==> config.mk <==
export PLATFORM = sky130hd
export DESIGN_NAME = multicycle_main_control_flat
export DESIGN_NICKNAME = d
export VERILOG_FILES = /design/src/rtl/multicycle_main_control_if.sv /design/src/rtl/multicycle_main_control.sv /design/src/flat_wrapper.sv
export SDC_FILE = /design/constraint.sdc
export NUM_CORES = 1
export LEC_CHECK = 0
export BUFFER_PORTS_ARGS = -buffer_cell sky130_fd_sc_hd__buf_2
export CAP_MARGIN = 5
export CORE_MARGIN = 3
export CORE_UTILIZATION = 24
export CTS_CLUSTER_SIZE = 14
export DETAILED_ROUTE_END_ITERATION = 12
export PLACE_DENSITY = 0.44
export SLEW_MARGIN = 10
export SYNTH_ARGS = -nofsm -noshare
export SYNTH_HDL_FRONTEND = slang
export SYNTH_SLANG_ARGS = --single-unit
==> constraint.sdc <==
create_clock -name clk -period 2.1 [get_ports clk]
set_input_delay 0.21 -clock clk [delete_from_list [all_inputs] [get_ports clk]]
set_output_delay 0.21 -clock clk [all_outputs]
set_load 0.005 [all_outputs]
==> src/rtl/multicycle_main_control_if.sv <==
// Control bus between the multicycle main control FSM and the MIPS datapath.
// master: the control FSM (takes instruction fields and MemReady, drives enables).
// slave:  the datapath side (drives instruction fields and MemReady, takes enables).
interface multicycle_main_control_if #(
    parameter int CNT_W = 16
);
    logic [5:0]       Opcode;
    logic [5:0]       Funct;
    logic             MemReady;

    logic             PCWrite;
    logic             BranchEq;
    logic             BranchNe;
    logic             BranchGtz;
    logic             IorD;
    logic             MemRead;
    logic             MemWrite;
    logic             IRWrite;
    logic             RegDst;
    logic             MemToReg;
    logic             RegWrite;
    logic             ALUSrcA;
    logic [1:0]       ALUSrcB;
    logic [1:0]       PCSource;
    logic [2:0]       ALUOp;
    logic [3:0]       State;
    logic             IllegalOp;
    logic [CNT_W-1:0] RetireCount;

    modport master (
        input  Opcode, Funct, MemReady,
        output PCWrite, BranchEq, BranchNe, BranchGtz, IorD, MemRead, MemWrite,
               IRWrite, RegDst, MemToReg, RegWrite, ALUSrcA, ALUSrcB, PCSource,
               ALUOp, State, IllegalOp, RetireCount
    );

    modport slave (
        output Opcode, Funct, MemReady,
        input  PCWrite, BranchEq, BranchNe, BranchGtz, IorD, MemRead, MemWrite,
               IRWrite, RegDst, MemToReg, RegWrite, ALUSrcA, ALUSrcB, PCSource,
               ALUOp, State, IllegalOp, RetireCount
    );
endinterface

==> src/rtl/multicycle_main_control.sv <==
// Multicycle MIPS main control FSM: fetch/decode/execute/memory/writeback sequencing.
// Latency: lw 5, sw/R/I 4, branch/j 3 cycles plus one per MemReady=0 cycle in memory states.
// Backpressure: FETCH, MEMRD and MEMWR hold while MemReady is low (unless USE_MEM_READY=0).
// Ports: clk, rst_n (async active-low), bus (master modport: Opcode/Funct/MemReady in,
// all datapath enables, ALUOp, State, IllegalOp, RetireCount out).
module multicycle_main_control #(
    parameter bit USE_MEM_READY = 1'b1,
    parameter int CNT_W         = 16
) (
    input  logic                        clk,
    input  logic                        rst_n,
    multicycle_main_control_if.master   bus
);
    typedef enum logic [3:0] {
        S_FETCH  = 4'd0,
        S_DECODE = 4'd1,
        S_MEMADR = 4'd2,
        S_MEMRD  = 4'd3,
        S_MEMWB  = 4'd4,
        S_MEMWR  = 4'd5,
        S_REXEC  = 4'd6,
        S_RWB    = 4'd7,
        S_BRANCH = 4'd8,
        S_IEXEC  = 4'd9,
        S_IWB    = 4'd10,
        S_JUMP   = 4'd11,
        S_IDLE   = 4'hF
    } state_t;

    localparam logic [5:0] OP_R    = 6'b000000;
    localparam logic [5:0] OP_LW   = 6'b100011;
    localparam logic [5:0] OP_SW   = 6'b101011;
    localparam logic [5:0] OP_BEQ  = 6'b000100;
    localparam logic [5:0] OP_BNE  = 6'b000101;
    localparam logic [5:0] OP_BGTZ = 6'b000111;
    localparam logic [5:0] OP_ADDI = 6'b001000;
    localparam logic [5:0] OP_ANDI = 6'b001100;
    localparam logic [5:0] OP_ORI  = 6'b001101;
    localparam logic [5:0] OP_SLTI = 6'b001010;
    localparam logic [5:0] OP_J    = 6'b000010;

    state_t           state_q, state_d;
    logic             retire_evt;
    logic             illegal_evt;
    logic             illegal_q;
    logic [CNT_W-1:0] retire_q;
    logic             mem_rdy;
    logic [2:0]       imm_aluop;

    assign mem_rdy = USE_MEM_READY ? bus.MemReady : 1'b1;

    // Immediate ALU class is shared by IEXEC and IWB so the result stays stable
    // through writeback.
    always_comb begin
        imm_aluop = 3'b000;
        case (bus.Opcode)
            OP_ANDI: imm_aluop = 3'b100;
            OP_ORI:  imm_aluop = 3'b101;
            OP_SLTI: imm_aluop = 3'b111;
            default: imm_aluop = 3'b000;
        endcase
    end

    always_ff @(posedge clk or negedge rst_n) begin
        if (!rst_n) begin
            state_q   <= S_IDLE;
            illegal_q <= 1'b0;
            retire_q  <= '0;
        end else begin
            state_q <= state_d;
            if (illegal_evt)
                illegal_q <= 1'b1;
            if (retire_evt)
                retire_q <= retire_q + CNT_W'(1);
        end
    end

    always_comb begin
        state_d       = state_q;
        retire_evt    = 1'b0;
        illegal_evt   = 1'b0;
        bus.PCWrite   = 1'b0;
        bus.BranchEq  = 1'b0;
        bus.BranchNe  = 1'b0;
        bus.BranchGtz = 1'b0;
        bus.IorD      = 1'b0;
        bus.MemRead   = 1'b0;
        bus.MemWrite  = 1'b0;
        bus.IRWrite   = 1'b0;
        bus.RegDst    = 1'b0;
        bus.MemToReg  = 1'b0;
        bus.RegWrite  = 1'b0;
        bus.ALUSrcA   = 1'b0;
        bus.ALUSrcB   = 2'b00;
        bus.PCSource  = 2'b00;
        bus.ALUOp     = 3'b000;

        case (state_q)
            S_IDLE: state_d = S_FETCH;
            S_FETCH: begin
                bus.MemRead = 1'b1;
                bus.ALUSrcB = 2'b01;
                // IR and PC+4 only commit on the cycle the fetch data is valid.
                bus.IRWrite = mem_rdy;
                bus.PCWrite = mem_rdy;
                if (mem_rdy)
                    state_d = S_DECODE;
            end
            S_DECODE: begin
                bus.ALUSrcB = 2'b11;
                case (bus.Opcode)
                    OP_LW, OP_SW:                      state_d = S_MEMADR;
                    OP_R:                              state_d = S_REXEC;
                    OP_BEQ, OP_BNE, OP_BGTZ:           state_d = S_BRANCH;
                    OP_ADDI, OP_ANDI, OP_ORI, OP_SLTI: state_d = S_IEXEC;
                    OP_J:                              state_d = S_JUMP;
                    default: begin
                        state_d     = S_FETCH;
                        illegal_evt = 1'b1;
                    end
                endcase
            end
            S_MEMADR: begin
                bus.ALUSrcA = 1'b1;
                bus.ALUSrcB = 2'b10;
                state_d     = (bus.Opcode == OP_LW) ? S_MEMRD : S_MEMWR;
            end
            S_MEMRD: begin
                bus.MemRead = 1'b1;
                bus.IorD    = 1'b1;
                if (mem_rdy)
                    state_d = S_MEMWB;
            end
            S_MEMWB: begin
                bus.MemToReg = 1'b1;
                bus.RegWrite = 1'b1;
                state_d      = S_FETCH;
                retire_evt   = 1'b1;
            end
            S_MEMWR: begin
                bus.MemWrite = 1'b1;
                bus.IorD     = 1'b1;
                if (mem_rdy) begin
                    state_d    = S_FETCH;
                    retire_evt = 1'b1;
                end
            end
            S_REXEC: begin
                bus.ALUSrcA = 1'b1;
                bus.ALUOp   = 3'b010;
                state_d     = S_RWB;
            end
            S_RWB: begin
                bus.RegDst   = 1'b1;
                bus.ALUOp    = 3'b010;
                // Funct 000000 is the canonical NOP: retire without touching $zero's neighbours.
                bus.RegWrite = (bus.Funct != 6'b000000);
                state_d      = S_FETCH;
                retire_evt   = 1'b1;
            end
            S_BRANCH: begin
                bus.ALUSrcA  = 1'b1;
                bus.PCSource = 2'b01;
                case (bus.Opcode)
                    OP_BEQ:  begin bus.ALUOp = 3'b001; bus.BranchEq  = 1'b1; end
                    OP_BNE:  begin bus.ALUOp = 3'b001; bus.BranchNe  = 1'b1; end
                    OP_BGTZ: begin bus.ALUOp = 3'b110; bus.BranchGtz = 1'b1; end
                    default: bus.ALUOp = 3'b000;
                endcase
                state_d    = S_FETCH;
                retire_evt = 1'b1;
            end
            S_IEXEC: begin
                bus.ALUSrcA = 1'b1;
                bus.ALUSrcB = 2'b10;
                bus.ALUOp   = imm_aluop;
                state_d     = S_IWB;
            end
            S_IWB: begin
                bus.ALUOp    = imm_aluop;
                bus.RegWrite = 1'b1;
                state_d      = S_FETCH;
                retire_evt   = 1'b1;
            end
            S_JUMP: begin
                bus.PCWrite  = 1'b1;
                bus.PCSource = 2'b10;
                state_d      = S_FETCH;
                retire_evt   = 1'b1;
            end
            // Encodings 12-14 are unreachable; recover to FETCH with everything off.
            default: state_d = S_FETCH;
        endcase
    end

    assign bus.State       = state_q;
    assign bus.IllegalOp   = illegal_q;
    assign bus.RetireCount = retire_q;
endmodule

==> src/flat_wrapper.sv <==
// flat-port wrapper written by rule: the top's interface ports become plain ports
module multicycle_main_control_flat 
#(
    parameter bit USE_MEM_READY = 1'b1,
    parameter int CNT_W         = 16
)
  (clk, rst_n, bus_Opcode, bus_Funct, bus_MemReady, bus_PCWrite, bus_BranchEq, bus_BranchNe, bus_BranchGtz, bus_IorD, bus_MemRead, bus_MemWrite, bus_IRWrite, bus_RegDst, bus_MemToReg, bus_RegWrite, bus_ALUSrcA, bus_ALUSrcB, bus_PCSource, bus_ALUOp, bus_State, bus_IllegalOp, bus_RetireCount);
  multicycle_main_control_if #(.CNT_W(CNT_W)) bus_i ();
  input  logic clk;
  input  logic rst_n;
  input wire logic [$bits(bus_i.Opcode)-1:0] bus_Opcode;
  input wire logic [$bits(bus_i.Funct)-1:0] bus_Funct;
  input wire logic [$bits(bus_i.MemReady)-1:0] bus_MemReady;
  output wire logic [$bits(bus_i.PCWrite)-1:0] bus_PCWrite;
  output wire logic [$bits(bus_i.BranchEq)-1:0] bus_BranchEq;
  output wire logic [$bits(bus_i.BranchNe)-1:0] bus_BranchNe;
  output wire logic [$bits(bus_i.BranchGtz)-1:0] bus_BranchGtz;
  output wire logic [$bits(bus_i.IorD)-1:0] bus_IorD;
  output wire logic [$bits(bus_i.MemRead)-1:0] bus_MemRead;
  output wire logic [$bits(bus_i.MemWrite)-1:0] bus_MemWrite;
  output wire logic [$bits(bus_i.IRWrite)-1:0] bus_IRWrite;
  output wire logic [$bits(bus_i.RegDst)-1:0] bus_RegDst;
  output wire logic [$bits(bus_i.MemToReg)-1:0] bus_MemToReg;
  output wire logic [$bits(bus_i.RegWrite)-1:0] bus_RegWrite;
  output wire logic [$bits(bus_i.ALUSrcA)-1:0] bus_ALUSrcA;
  output wire logic [$bits(bus_i.ALUSrcB)-1:0] bus_ALUSrcB;
  output wire logic [$bits(bus_i.PCSource)-1:0] bus_PCSource;
  output wire logic [$bits(bus_i.ALUOp)-1:0] bus_ALUOp;
  output wire logic [$bits(bus_i.State)-1:0] bus_State;
  output wire logic [$bits(bus_i.IllegalOp)-1:0] bus_IllegalOp;
  output wire logic [$bits(bus_i.RetireCount)-1:0] bus_RetireCount;
  assign bus_i.Opcode = bus_Opcode;
  assign bus_i.Funct = bus_Funct;
  assign bus_i.MemReady = bus_MemReady;
  assign bus_PCWrite = bus_i.PCWrite;
  assign bus_BranchEq = bus_i.BranchEq;
  assign bus_BranchNe = bus_i.BranchNe;
  assign bus_BranchGtz = bus_i.BranchGtz;
  assign bus_IorD = bus_i.IorD;
  assign bus_MemRead = bus_i.MemRead;
  assign bus_MemWrite = bus_i.MemWrite;
  assign bus_IRWrite = bus_i.IRWrite;
  assign bus_RegDst = bus_i.RegDst;
  assign bus_MemToReg = bus_i.MemToReg;
  assign bus_RegWrite = bus_i.RegWrite;
  assign bus_ALUSrcA = bus_i.ALUSrcA;
  assign bus_ALUSrcB = bus_i.ALUSrcB;
  assign bus_PCSource = bus_i.PCSource;
  assign bus_ALUOp = bus_i.ALUOp;
  assign bus_State = bus_i.State;
  assign bus_IllegalOp = bus_i.IllegalOp;
  assign bus_RetireCount = bus_i.RetireCount;
  multicycle_main_control #(.USE_MEM_READY(USE_MEM_READY), .CNT_W(CNT_W)) u_core (.clk(clk), .rst_n(rst_n), .bus(bus_i));
endmodule
======== After elaboration in Yosys (flattened, before gate mapping) ========
Cells that the tools add are included.
Widths: inputs -> output; s select.
cells by class
  $add $sub $neg .......................... 1
  $mul .................................... 0
  div/mod/pow operators ................... 0
  $lt $le $gt $ge ......................... 0
  equality and inequality tests ........... 24
  shift-type cells ........................ 0
  mux-type cells .......................... 30
  bitwise logic cells ..................... 0
  reductions and logical operators ........ 17
operators with widths
  operator               number
  $pmux 4 s7             1
  $eq 6x4->1 const B     4
  $pmux 4 s5             1
  $eq 6x3->1 const B     3
  $pmux 3 s3             2
  $add 16x1->16 const B  1
  $eq 4x3->1 const B     4
  $eq 4x4->1 const B     4
  $mux 1                 16
  $reduce_or 2->1        8
  $eq 6x6->1 const B     2
  $mux 4                 3
  $reduce_or 11->1       1
  $eq 4x2->1 const B     2
  $reduce_or 4->1        2
  $eq 6x2->1 const B     1
  $logic_not 6->1        1
  $ne 2x2->1 const B     3
  $pmux 1 s2             3
  $pmux 2 s3             1
  $pmux 3 s2             1
  $reduce_bool 6->1      1
  $reduce_or 5->1        1
  $eq 4x1->1 const B     1
  5 further kinds        5
word-level totals
  register bits after elaboration ......... 21
  latch bits .............................. 0
  memory bits (writable) .................. 0
  bits in read-only memories .............. 0
  input port bits ......................... 15
  output and inout bits ................... 40
  logic and storage cells ................. 75
  memories kept ........................... 0

======== Logic depth before layout (Yosys ltp) ========
Gate-level depths: netlist of the first run.
  depth after elaboration ................. 4
  mapped depth ............................ 6
  depth with buffers taken out ............ 5

======== Least setup slack after synthesis of the first run ========
Ideal clock, no wire load.
  path type ............................... flip-flop to output port
  start ................................... register u_core.state_q[2], in the netlist u_core.bus.State[2]
  end ..................................... output bus_ALUOp[1]
  arrival ................................. 1.328 ns
  data required time ...................... 1.890 ns
  setup slack ............................. 0.562 ns
  cell stages (with the launch flop) ...... 6
  path buffers ............................ 1
  cells stage by stage .................... dfstp_2 buf_2 and2b_2 nand4_1 o22ai_2 o21bai_1
between the ends
  cells in the longest elaborated chain, start to end .. 3
  elaborated cells on any way between the ends .. 8
  those cells by class .................... eq/ne: 5; mux: 1; reduce/logical: 2
ends and longest elaborated chain
  what                                             line                           source
  start, declared                                  multicycle_main_control.sv:42  state_t state_q, state_d;
  start signal, assigned                           multicycle_main_control.sv:70  state_q <= state_d;
  $eq 4x4->1 / $eq 4x3->1 (equally long branches)  multicycle_main_control.sv:98  case (state_q)
  $reduce_or 2->1 (no source line)                 n/a
  $pmux 3 s3 (*)                                   multicycle_main_control.sv:98
  end, declared                                    flat_wrapper.sv:28             output wire logic [$bits(bus_i.ALUOp)-1:0] bus_ALUOp;
Mark *: on every way between the ends. The rest lies on a longest branch, timed or not.

======== Final worst setup path of the first run ========
  start ................................... register u_core.state_q[0], in the netlist u_core.bus.State[0]
  end ..................................... output bus_ALUOp[1]
Same word-level chain as after synthesis.

==> run metrics, run 1 <==
status completed; drt drc 0; global placement routability congestion between 0.7 and 0.8; CTS tree built; Fmax achieved roughly 500 MHz; sw power between 600 and 700 µW; DR pass1 iterations 4; Cells after Synth 160; final count of pins violating max slew 0; pwr dens 884 nW/µm²; Post-synth EDFFs 0; slew margin rel. between 60 and 70%; Finish-stage setup viols 0; Crit. End Element output port; fin cells roughly 290; PortBufs 54; total CTS buffers 3; Synth Cell Area approximately 1500 µm²; worst hold path type input port to flop; diodes inserted 0; Cells after DPL 279; Startpoint Class flop; chip height roughly 84 µm; DR WL/cell between 10 and 15 µm; Initial Utilization 25.8%; CTS H-tree lvls 1; clk buf depth 2; via count 1389; syn_nets roughly 180; fin area 1880 µm²; worst path arrival time between 1500 and 2000 ps; flop and latch count out of synthesis 21; CTS Sinks 21; Commonest cells post-synth dfrtp_1, xnor2_1, nor2_1, nor3_1, nand4_1; hpwl dp between 3 and 4 mm; Die Area a little over 7000 µm²; vias in the first global route about 1400; register area 534 µm²; DP Area about 1800 µm²; Setup Skew 12.8 ps; mean post-synth cell area between 9 and 10 µm²; largest net degree at the start of global routing 22; switching share of power 41.1%; Sequential Power Share about two fifths; worst vdd ir about 0.32 mV; core area 5710 µm²; Leakage roughly 0.84 nW; top cell type's share of synthesized area between 20 and 30%; Period Utilization, post-route about 95%; area leader, netlist dfrtp_1; grt total ovfl 0; setup slack at placement 367 ps; DR vias/cell approximately 4.8; area occupied by multi-input gates a little under 900 µm²; Final Power about 1.7 mW; Total Wirelength approximately 4.2 mm; layout cells sized above 1 about two fifths; Util after Layout around a third; setup TNS 0 ps; sequential element share of the synthesized area between 30 and 40%; Clk Latency, worst-skew pair ~270 ps; CTS root buffer clkbuf_8; Setup WS post-layout 109 ps; Total GRT Usage around an eighth; Fillers 621; Final nets between 200 and 250; max-cap viol count 0; initial antenna violation count 0; Layout area overhead 27.8%; Slew @ Worst Pin 500 ps; initial DRC count 34; Die X 84.3 µm; Hold Worst Slack around 270 ps; Combinational Power Share ~45%; Rows 27; asr flop ratio synth between 90% and 100%; I/O pin count 55; critical path class flop to output port; Synth area leaders dfrtp_1, xnor2_1, dfstp_2; Unique masters post-synth about 50; Main synth FF type dfrtp_1; clock-pin slew on the worst setup and hold paths about 90 ps; DRT antenna net count 0; global-route wire length before repair roughly 6.9 mm; Synth Warn # 0; Clock power frac ~17%; Tmin final ~2000 ps; most common cell in the netlist dfrtp_1; Hold Fails Final Rpt 0; Crit Path Max Fanout 15; Data required, critical path 1890 ps; internal power 980 µW
[routing by layer]
layer,wire [µm],track usage (%),up-vias
met5,0,0,-
met4,45,3.88,0
met3,214,2.06,4
met2,1990,19.3,36
met1,1980,16.0,665
li1,-,-,684
[final timing paths]
| path | from | end | slack, ps | depth (start not counted) |
|---|---|---|---|---|
| setup / recovery | u_core.bus.State[0] | bus_ALUOp[1] | 110 | 5 |
| hold / removal | bus_MemReady | u_core.bus.State[0] | 270 | 3 |
| setup reg to reg | u_core.bus.State[0] | u_core.bus.RetireCount[1] | 390 | 4 |
| hold reg to reg | u_core.bus.RetireCount[15] | u_core.bus.RetireCount[15] | 470 | 1 |
| max in group asynchronous | rst_n | u_core.bus.State[2] | 1290 | 2 |
| min in group asynchronous | rst_n | u_core.bus.RetireCount[7] | 440 | 2 |
[layout make-up]
class                   instances  area share, %
inverters                       2          0.399
multi-input cells             127           46.5
repair buffers                 61           17.3
well taps                      72           4.79
flip-flops and latches         21           28.4
clock inverters                 1          0.399
clock buffers                   3           2.19
[cell usage in the layout (no fill, tap or decap), types with 2 or more instances in the layout]
master / count
nor3_1: 11
dfrtp_1: 17
nand3_1: 9
o31ai_1: 2
nand2_1: 9
a21oi_2: 2
a211oi_1: 2
a21oi_1: 4
and3_1: 4
xnor2_1: 16
nand4_1: 10
nor2b_4: 2
clkbuf_8: 3
o21bai_1: 3
mux2i_1: 3
nand2b_1: 6
buf_4: 6
buf_2: 54
dfstp_2: 3
nor2_1: 11
o21ai_0: 5
and2_1: 3
inv_1: 2
[power by group through the flow]
stage               clock network, mW  registers, mW  logic (mW)
global route                    0.313          0.661       0.828
CTS                             0.299          0.635       0.737
finish                          0.284          0.639       0.741
floorplan                           0          0.581       0.524
detailed placement                  0          0.643       0.734
global placement                    0          0.642       0.738
[critical path: stages (launching register included)]
cell      delay [ps]
dfstp_4          730
xor2_2           170
nand4_1          190
o22ai_2          160
o21bai_1         120
buf_2            130
[flip-flops by register name (all words and copies together) (netlist names)]
| register | cells |
|---|---|
| u_core.bus.IllegalOp | 1 |
| u_core.bus.RetireCount | 16 |
| u_core.bus.State | 4 |
[cell families after synthesis]
family          synth area share [%]
compound gates                  14.5
xor+xnor                        10.1
fa+ha+maj                      0.849
buf+inv                         5.01
flops                           36.0
mux                             2.80
simple gates                    30.7
[what timing repair did]
item | in CTS | in global routing
gates resized for setup | 0 | 2
buffers inserted | 0 | 3
hold buffers | 1 | 0
setup endpoints to repair | 0 | 2
hold endpoints to repair | 17 | 0
Power figures use the tool's default switching activity.
==> run 2, diff against run 1 <==
CORE_ASPECT_RATIO = 1.2   (was default)
CTS_BUF_LIST = sky130_fd_sc_hd__clkbuf_8   (was default)
SETUP_SLACK_MARGIN = 0.5   (was default)
==> run 2 against run 1 <==
Core utilization increased by 4.7 points. Highest routed layer unchanged. Power grew 16%. Final cell count up 8.7%. Critical path depth unchanged. Largest cell class unchanged. Clock skew shrank 5.5 ps.
==> run metrics, run 2 (same netlist as run 1, synthesis figures left out) <==
status completed (unchanged); DR vias/cell 4.76 (was 4.84); Rows 30 (was 27); CTS tree built (unchanged); CTS H-tree lvls 1 (unchanged); DR pass1 iterations 4 (unchanged); Startpoint Class flop (unchanged); chip height 91.8 µm (was 84.3 µm); core area 5780 µm² (was 5710 µm²); DR WL/cell 13.7 µm (was 14.7 µm); I/O pin count 55 (unchanged); Final nets 249 (was 232); largest net degree at the start of global routing 22 (unchanged); Crit Path Max Fanout 5 (was 15); Total Wirelength 4.29 mm (was 4.23 mm); max-cap viol count 0 (unchanged); Die Area 7120 µm² (was 7110 µm²); sw power 774 µW (was 684 µW); clk buf depth 2 (unchanged); Total GRT Usage 12.2% (was 11.9%); clock-pin slew on the worst setup and hold paths 80 ps (was 90 ps); fin area 2170 µm² (was 1880 µm²); CTS Sinks 21 (unchanged); grt total ovfl 0 (unchanged); max FFs per register 16 (unchanged); Sequential Power Share 30.2% (was 38.4%); internal power 1.16 mW (was 980 µW); final count of pins violating max slew 0 (unchanged); vias in the first global route 1527 (was 1363); Finish-stage setup viols 0 (unchanged); Leakage 0.970 nW (was 0.839 nW); Combinational Power Share 56.0% (was 44.5%); Data required, critical path 1890 ps (about the same); total CTS buffers 3 (unchanged); RSZ-0062 raised after global routing yes; Crit. End Element output port (unchanged); Setup Skew 7.33 ps (was 12.8 ps); diodes inserted 0 (unchanged); worst hold path type input port to flop (unchanged); Layout area overhead 47.7% (was 27.8%); hold path depth 3 (unchanged); worst path arrival time 1600 ps (was 1780 ps); setup TNS 0 ps (unchanged); switching share of power 40.1% (was 41.1%); pwr dens 887 nW/µm² (was 884 nW/µm²); drt drc 0 (unchanged); hpwl dp 3.12 mm (was 3.26 mm); PortBufs 54 (unchanged); leading cell type in the layout, fill and taps excluded buf_2 (unchanged); Hold Fails Final Rpt 0 (unchanged); global-route wire length before repair 7.07 mm (was 6.91 mm); Die X 77.5 µm (was 84.3 µm); critical path class flop to output port (unchanged); CTS root buffer clkbuf_8 (unchanged); Worst Reg-to-Reg Cells 7 (was 4); global placement routability congestion 0.753 (was 0.736); via count 1486 (was 1389); worst vdd ir 0.280 mV (was 0.318 mV); Initial Utilization 25.5% (was 25.8%); commonest non-fill, non-tap cells in the layout buf_2, dfrtp_1, xnor2_1, buf_4, nand4_1 (was buf_2, dfrtp_1, xnor2_1); Hold Worst Slack 309 ps (was 267 ps); layout cells sized above 1 51.3% (was 38.1%); r2r setup slk 480 ps (was 390 ps); initial antenna violation count 0 (unchanged); Clock power frac 13.8% (was 17.1%); Fmax achieved 554 MHz (was 502 MHz); DP Area 1790 µm² (about the same); Clk Latency, worst-skew pair 260 ps (was 270 ps); Tmin final 1810 ps (was 1990 ps); Util after Layout 37.6% (was 33.0%); Period Utilization, post-route 86.0% (was 94.8%); slew margin rel. 67.6% (was 66.7%); Slew @ Worst Pin 487 ps (was 500 ps); DRT antenna net count 0 (unchanged); Final Power 1.93 mW (was 1.66 mW); initial DRC count 28 (was 34)
## run 2: cell count changes in the layout (fill, tap and decap cells not counted), sizes merged
| cell | delta |
|---|---|
| buf | +17 |
| inv | +1 |
| clkinvlp | -1 |
## run 2: worst paths after layout
path                                                   end                  startpoint
worst min-delay path                   u_core.bus.State[0]                bus_MemReady
min in group asynchronous        u_core.bus.RetireCount[9]                       rst_n
worst max-delay path                          bus_ALUOp[1]         u_core.bus.State[3]
worst min register to register  u_core.bus.RetireCount[15]  u_core.bus.RetireCount[15]
worst max register to register   u_core.bus.RetireCount[7]         u_core.bus.State[0]
max in group asynchronous              u_core.bus.State[1]                       rst_n
## run 2: critical path: stages, from the launching register on
cell and delay [ps]:
dfstp_2 560, and2b_2 200, nand4_4 130, o22ai_2 180
o21bai_1 130, buf_2 130
## run 2: power groups by stage
| stage | logic, mW | registers, mW | clock network, mW |
|---|---|---|---|
| 2_1_floorplan | 0.524 | 0.581 | 0 |
| 6_report | 1.08 | 0.582 | 0.267 |
| 3_3_place_gp | 0.730 | 0.639 | 0 |
| 3_5_place_dp | 0.724 | 0.633 | 0 |
| 5_1_grt | 1.18 | 0.594 | 0.298 |
| 4_1_cts | 0.949 | 0.573 | 0.278 |
## run 2: final cells by class
| class | instances | area (µm²) |
|---|---|---|
| multi-input cells | 127 | 1000 |
| flip-flops and latches | 21 | 531 |
| clock inverters | 1 | 3.75 |
| well taps | 80 | 100 |
| clock buffers | 3 | 41.3 |
| fillers | 603 | 3610 |
| repair buffers | 78 | 487 |
| inverters | 2 | 7.51 |
## run 2: timing repair
item                                   in CTS  in global routing
resized for setup                          15                 23
endpoints found under the hold margin      17                  0
hold buffers                                1                  0
setup endpoints to repair                  18                 32
pin swaps                                  13                 11
setup buffers                              17                  4
## run 2: per-stage QoR
stage | worst slack (ps) | std cells
finish | 294 | 312
global route | 217 | 312
CTS | 266 | 308
detailed placement | 373 | 286
global placement | 367 | 286
floorplan | 562 | 160
## run 2: per-layer routing
layer	vias to the layer above	routed length (µm)	GRT usage [%]
met1	709	1680	13.4
met2	41	2230	22.3
met5	-	0	0
li1	725	-	-
met3	11	231	2.26
met4	0	141	5.49
